[src/rtl/awg_param_ctrl.sv]
// ----------------------------------------------------------------------------
// awg_param_ctrl
//   Front-panel parameter controller for the sine generator. It synchronises
//   and debounces seven active-low push-buttons, generates press events with
//   auto-repeat on the frequency and phase keys, and keeps the registered
//   waveform settings that feed the generator.
//
// Ports
//   clk          in   1   system clock, all logic on posedge
//   rst_n        in   1   asynchronous active-low reset
//   key_n        in   7   raw buttons, active-low, asynchronous
//                         [0]f_up [1]f_dn [2]a_up [3]a_dn [4]p_up [5]p_dn
//                         [6]en_toggle
//   en           out  1   generator enable
//   state_freq   out  12  phase-accumulator step, never 0
//   state_amp    out  3   amplitude divisor, 1..7
//   state_phase  out  8   phase offset
//   param_upd    out  1   one-cycle pulse when any output value changes
// ----------------------------------------------------------------------------
module awg_param_ctrl #(
    parameter logic [19:0] DEBOUNCE_CYC   = 20'd1_000_000,
    parameter logic [24:0] REPEAT_DLY_CYC = 25'd25_000_000,
    parameter logic [22:0] REPEAT_CYC     = 23'd5_000_000,
    parameter logic [11:0] FREQ_RST       = 12'd64,
    parameter logic [11:0] FREQ_STEP      = 12'd16,
    parameter logic [7:0]  PHASE_STEP     = 8'd8
) (
    input  logic        clk,
    input  logic        rst_n,
    input  logic [6:0]  key_n,
    output logic        en,
    output logic [11:0] state_freq,
    output logic [2:0]  state_amp,
    output logic [7:0]  state_phase,
    output logic        param_upd
);

    localparam logic [19:0] DB_LAST    = DEBOUNCE_CYC - 20'd1;
    localparam logic [24:0] DLY_LAST   = REPEAT_DLY_CYC - 25'd1;
    // Reload value after a repeat so the next one lands REPEAT_CYC later.
    localparam logic [24:0] RPT_RELOAD = REPEAT_DLY_CYC - {2'b00, REPEAT_CYC};

    // Hold counter j serves key 0,1,4,5 respectively.
    function automatic int unsigned rpt_key(input int unsigned j);
        return (j < 2) ? j : j + 2;
    endfunction

    logic [6:0]  sync1_q, sync2_q;
    logic [6:0]  deb_q, deb_d;
    logic [6:0]  arm_q, arm_d;
    logic [19:0] db_cnt_q [7];
    logic [19:0] db_cnt_d [7];
    logic [24:0] hold_q [4];
    logic [24:0] hold_d [4];
    logic [6:0]  press;
    logic [6:0]  ev_q, ev_d;

    logic        en_q, en_d;
    logic [11:0] freq_q, freq_d;
    logic [2:0]  amp_q, amp_d;
    logic [7:0]  phase_q, phase_d;
    logic        upd_q, upd_d;

    logic [12:0] freq_sum;
    logic        f_up, f_dn, a_up, a_dn, p_up, p_dn;

    // Debounce. A key is "unarmed" after reset: its debounced level stays
    // released and the counter instead measures a stable released window.
    // Only once that window completes can the key produce a press, so a key
    // held through reset deassertion stays silent until let go.
    always_comb begin
        deb_d    = deb_q;
        arm_d    = arm_q;
        db_cnt_d = db_cnt_q;
        for (int unsigned i = 0; i < 7; i++) begin
            if (!arm_q[i]) begin
                if (sync2_q[i]) begin
                    if (db_cnt_q[i] == DB_LAST) begin
                        arm_d[i]    = 1'b1;
                        db_cnt_d[i] = '0;
                    end else begin
                        db_cnt_d[i] = db_cnt_q[i] + 20'd1;
                    end
                end else begin
                    db_cnt_d[i] = '0;
                end
            end else if (sync2_q[i] != deb_q[i]) begin
                if (db_cnt_q[i] == DB_LAST) begin
                    deb_d[i]    = sync2_q[i];
                    db_cnt_d[i] = '0;
                end else begin
                    db_cnt_d[i] = db_cnt_q[i] + 20'd1;
                end
            end else begin
                db_cnt_d[i] = '0;
            end
        end
    end

    assign press = deb_q & ~deb_d;

    // Press and auto-repeat events, registered so outputs follow one cycle later.
    always_comb begin
        ev_d   = press;
        hold_d = hold_q;
        for (int unsigned j = 0; j < 4; j++) begin
            if (press[rpt_key(j)]) begin
                hold_d[j] = '0;
            end else if (!deb_q[rpt_key(j)] && !deb_d[rpt_key(j)]) begin
                if (hold_q[j] == DLY_LAST) begin
                    ev_d[rpt_key(j)] = 1'b1;
                    hold_d[j]        = RPT_RELOAD;
                end else begin
                    hold_d[j] = hold_q[j] + 25'd1;
                end
            end else begin
                hold_d[j] = '0;
            end
        end
    end

    // Opposing events on one parameter cancel each other.
    assign f_up = ev_q[0] & ~ev_q[1];
    assign f_dn = ev_q[1] & ~ev_q[0];
    assign a_up = ev_q[2] & ~ev_q[3];
    assign a_dn = ev_q[3] & ~ev_q[2];
    assign p_up = ev_q[4] & ~ev_q[5];
    assign p_dn = ev_q[5] & ~ev_q[4];

    assign freq_sum = {1'b0, freq_q} + {1'b0, FREQ_STEP};

    always_comb begin
        en_d    = en_q;
        freq_d  = freq_q;
        amp_d   = amp_q;
        phase_d = phase_q;

        if (ev_q[6]) begin
            en_d = ~en_q;
        end

        if (f_up) begin
            freq_d = freq_sum[12] ? 12'hFFF : freq_sum[11:0];
        end else if (f_dn) begin
            freq_d = (freq_q > FREQ_STEP) ? (freq_q - FREQ_STEP) : 12'd1;
        end

        // a_up gives a larger output, i.e. a smaller divisor.
        if (a_up) begin
            amp_d = (amp_q > 3'd1) ? (amp_q - 3'd1) : 3'd1;
        end else if (a_dn) begin
            amp_d = (amp_q < 3'd7) ? (amp_q + 3'd1) : 3'd7;
        end

        if (p_up) begin
            phase_d = phase_q + PHASE_STEP;
        end else if (p_dn) begin
            phase_d = phase_q - PHASE_STEP;
        end

        upd_d = (en_d != en_q) || (freq_d != freq_q) ||
                (amp_d != amp_q) || (phase_d != phase_q);
    end

    always_ff @(posedge clk or negedge rst_n) begin
        if (!rst_n) begin
            sync1_q <= '1;
            sync2_q <= '1;
            deb_q   <= '1;
            arm_q   <= '0;
            ev_q    <= '0;
            for (int unsigned i = 0; i < 7; i++) begin
                db_cnt_q[i] <= '0;
            end
            for (int unsigned j = 0; j < 4; j++) begin
                hold_q[j] <= '0;
            end
            en_q    <= 1'b0;
            freq_q  <= FREQ_RST;
            amp_q   <= 3'd1;
            phase_q <= '0;
            upd_q   <= 1'b0;
        end else begin
            sync1_q  <= key_n;
            sync2_q  <= sync1_q;
            deb_q    <= deb_d;
            arm_q    <= arm_d;
            ev_q     <= ev_d;
            db_cnt_q <= db_cnt_d;
            hold_q   <= hold_d;
            en_q     <= en_d;
            freq_q   <= freq_d;
            amp_q    <= amp_d;
            phase_q  <= phase_d;
            upd_q    <= upd_d;
        end
    end

    assign en          = en_q;
    assign state_freq  = freq_q;
    assign state_amp   = amp_q;
    assign state_phase = phase_q;
    assign param_upd   = upd_q;

endmodule

[config.mk]
export PLATFORM = sky130hd
export DESIGN_NAME = awg_param_ctrl
export DESIGN_NICKNAME = d
export VERILOG_FILES = /design/src/rtl/awg_param_ctrl.sv
export SDC_FILE = /design/constraint.sdc
export NUM_CORES = 1
export LEC_CHECK = 0
export ABC_AREA = 1
export BUFFER_PORTS_ARGS = -buffer_cell sky130_fd_sc_hd__buf_2
export CAP_MARGIN = 20
export CORE_MARGIN = 5
export CORE_UTILIZATION = 40
export DETAILED_ROUTE_END_ITERATION = 8
export HOLD_SLACK_MARGIN = 0.02
export SLEW_MARGIN = 0
export SYNTH_ARGS = -nofsm -noshare
export SYNTH_HDL_FRONTEND = slang
export SYNTH_SLANG_ARGS = --single-unit
[constraint.sdc]
create_clock -name clk -period 2.3 [get_ports clk]
set_clock_uncertainty 0.2 [all_clocks]
set_input_delay 0.46 -clock clk [delete_from_list [all_inputs] [get_ports clk]]
set_output_delay 0.46 -clock clk [all_outputs]
set_load 0.05 [all_outputs]
==> summary.log <==
INFO  timing         worst_slew_margin_rel=64.3%
INFO  floorplan      floorplan.initialDensity=40.6%
INFO  synthesis      synth_top_cells_by_count=nand2_1 (386), nor2_1 (323), inv_1 (302), dfrtp_1 (274), nand3_1 (148)
INFO  timing         layout_worst_path_cycle_share=96.1%
INFO  synthesis      synthCells=2075
INFO  power_and_ir_drop power.switching=2440uW
INFO  cts            cts_setup_buffers=0
INFO  critical_path  cp_top_family=flip-flops
INFO  timing         fin_setup_tns=0ns
INFO  power_and_ir_drop peakVddDrop=0.424mV
INFO  timing         achievable-frequency=453MHz
INFO  critical_path  timing.critical_path.slowest_cell_delay=0.66ns
INFO  synthesis      seq_area_frac_synth=46.2%
INFO  synthesis      synth.most_common_cell=nand2_1
INFO  cts            cts_h_tree_depth=2
INFO  critical_path  worst-endpoint-arrival=1.55ns
INFO  timing         worst-slew-pin-transition=0.531ns
INFO  critical_path  critPathCaptureType=output pin
INFO  cts            cts_tree=yes
INFO  power_and_ir_drop power.clock.fraction=50.3%
INFO  synthesis      yosysTopAreaCell=dfrtp_1
INFO  critical_path  timing.setup.critical_path_class=register to output pin
INFO  global_route   grt_first_pass_wirelength=62100microns
INFO  route          wirelength_met1=16100microns
INFO  place          port-buffer-count=30
INFO  critical_path  timing.critical_path.cells=buf_2
INFO  cts            cts.root.buffer_cell=clkbuf_16
INFO  route          drtIter0Drc=840
INFO  cts            clockBufferDepth=3
INFO  floorplan      coreArea=39800squm
INFO  synthesis      synth_area_leaders=dfrtp_1 (42%), nand2_1 (9.0%), nor2_1 (7.5%), inv_1 (7.0%), nand3_1 (4.6%)
INFO  synthesis      async_flop_share=100%
INFO  synthesis      yosysUniqueCellTypes=48
INFO  cts            insertion_delay=0.54ns
INFO  global_route   via_count_of_the_first_global_routing_pass=13200
INFO  global_route   grt_max_degree=53
INFO  critical_path  critical_path_peak_fanout=12
INFO  global_route   grt.overflow.total=0
INFO  synthesis      ys.warnings.count=0
INFO  place          detailed_place_hpwl=25700microns
INFO  route          route.antenna.remaining_nets=0
INFO  finish         layout_cells_sized_above_1=10.4%
INFO  outcome        run_status=completed
INFO  synthesis      synth.avg_cell_area=7.79squm
INFO  power_and_ir_drop p_sw_share=21.7%
INFO  finish         fillers=3955
INFO  critical_path  timing.critical_path.slowest_stage_cell=dfstp_2
INFO  floorplan      die_width=211microns
INFO  floorplan      num_rows=73
INFO  worst_hold_path worstHoldPathType=register to register
INFO  global_route   grt_usage=16.2%
INFO  route          dr_total_vias=13500
INFO  critical_path  cp-start-kind=register
INFO  place          placement.cell_area=17100squm
INFO  timing         timing.final.max_slew_violations=0
INFO  finish         final_design_area_no_fill=18400squm
INFO  route          route.met2.wl=16300microns
INFO  route          drc=0
INFO  timing         finalWorstPathRequiredPeriod=2.21ns
INFO  floorplan      die_area=44500squm
INFO  timing         hold_viol_final=0
INFO  power_and_ir_drop sequentialPowerShare=47.1%
INFO  cts            numCtsBuffers=36
INFO  place          finalWeightedCongestion=0.979
INFO  global_route   antenna_found_initial=0
INFO  power_and_ir_drop power.leakage=0.00839uW
INFO  power_and_ir_drop power_density=613nW/um^2
INFO  synthesis      synth_seq_cells=297
INFO  floorplan      die_h=211microns
INFO  floorplan      num_io_pins=34
INFO  cts            numClockSinks=297
INFO  power_and_ir_drop intPower=8820uW
INFO  route          route.detailed.wl_per_inst=13.0microns
INFO  timing         setup_violations=0
INFO  synthesis      synth.cell_area=16200squm
INFO  finish         layout.nets=2185
INFO  route          drt_wl_total=35200microns
INFO  run            drv.max_cap_violation_count=0
INFO  finish         antenna_cells=0
INFO  synthesis      synth-main-ff-cell=dfrtp_1
INFO  route          topRoutingLayerUsed=met4
INFO  synthesis      count_of_flip_flops_with_a_built_in_enable_after_synthesis=0
INFO  route          met3WireLength=1960microns
INFO  finish         layout.core_utilization=46.1%
INFO  finish         syn2layout_area_growth=13.7%
INFO  power_and_ir_drop comb_power_share=2.6%
INFO  cts            clk_pin_slew=0.05ns
INFO  route          route.detailed.vias_per_inst=4.98
INFO  timing         setup_repair_after_global_routing_missed_its_margin=yes
INFO  critical_path  critical_path_buf_inv_count=1
INFO  critical_path  required_time_of_the_worst_setup_path=1.64ns
INFO  route          drt_first_pass_iters=5
INFO  synthesis      yosys.area.top_type_share=42.4%
[placed cells by master (no fill, tap or decap), types with 5 or more instances in the layout]
cell	n
o21a_1	8
a21oi_1	77
clkinv_2	8
nor2_2	22
or2_2	7
nor3b_1	8
nor2_1	323
ha_1	19
dlygate4sd3_1	8
inv_1	302
xor2_1	64
nor4_1	26
clkbuf_1	9
nand4_1	60
dfstp_2	23
clkbuf_8	6
buf_12	6
nor2_4	9
nand3b_1	7
a211oi_1	6
nand2_1	386
and3_1	9
nand2_2	17
nand3_2	6
xnor2_1	18
a31oi_1	18
buf_4	25
dfrtp_1	273
clkbuf_16	38
buf_2	29
o21ai_1	5
nor3_2	9
nand3_1	148
o21ai_0	57
nor3_1	112
[flip-flops by register name (all words and copies together), names as in the netlist]
name and count:
db_cnt_q 140, sync2_q 7, deb_q 7, state_freq 12, hold_q 100, state_amp 3
state_phase 5, arm_q 7, sync1_q 7, param_upd 1, en 1, ev_q 7
[power by group through the flow]
| stage | Sequential [uW] | Combinational (uW) | Clock [uW] |
|---|---|---|---|
| floorplan | 5390 | 120 | 0 |
| global placement | 5400 | 290 | 0 |
| detailed placement | 5400 | 293 | 0 |
| CTS | 5310 | 306 | 5880 |
| global route | 5310 | 347 | 6070 |
| finish | 5310 | 292 | 5670 |
[layout make-up]
class | instances | area, sq um | area share (%)
tap | 525 | 657 | 3.58
clock inverter | 13 | 133 | 0.722
sequential | 297 | 7460 | 40.6
clock buffer | 53 | 1070 | 5.81
multi-input combinational | 1447 | 7350 | 40.0
inverter | 306 | 1150 | 6.25
timing repair buffer | 69 | 548 | 2.98
[repair_timing]
action                                  in CTS  in global routing
hold buffers                                 8                  0
hold endpoints to repair                    70                  0
endpoints found under the setup margin       0                 25
resized for setup                            0                  3
[per-layer routing]
metal | global-route usage (%) | vias up
li1 | - | 6876
met1 | 21.6 | 6274
met2 | 26.9 | 286
met3 | 3.28 | 62
met4 | 5.16 | 0
met5 | 0 | -
[cells by family after synthesis]
logic type,Yosys count,share of synthesized area (%)
AND/OR/NAND/NOR,1160,33.2
buffers and inverters,333,8.45
flip-flops,297,46.2
AO/OA/AOI/OAI,183,6.29
XOR/XNOR,82,4.44
adder cells (fa/ha/maj),19,1.47
other,1,0.0232
[path summary, 6_finish.rpt]
kind | start | end | slack, ns | depth (start not counted)
setup / recovery | state_freq[6] | state_freq[6] | 0.09 | 1
hold reg to reg | sync1_q[0] | sync2_q[0] | 0.15 | 0
setup reg to reg | state_freq[4] | param_upd | 0.23 | 11
hold / removal | sync1_q[0] | sync2_q[0] | 0.15 | 0
max in group asynchronous | rst_n | hold_q[44] | 0.93 | 4
min in group asynchronous | rst_n | hold_q[10] | 0.25 | 2
[through the flow]
stage	std cells	power, uW	worst slack [ns]	hold WS, ns
floorplan	2077	5510	0.0525	-0.0356
global placement	2636	5690	0.258	0.146
detailed placement	2636	5690	0.196	0.147
CTS	2710	11500	0.0193	0.156
global route	2710	11700	-0.0600	0.159
finish	2710	11300	0.0905	0.154
Note: power is estimated with default switching activity, not from simulation.
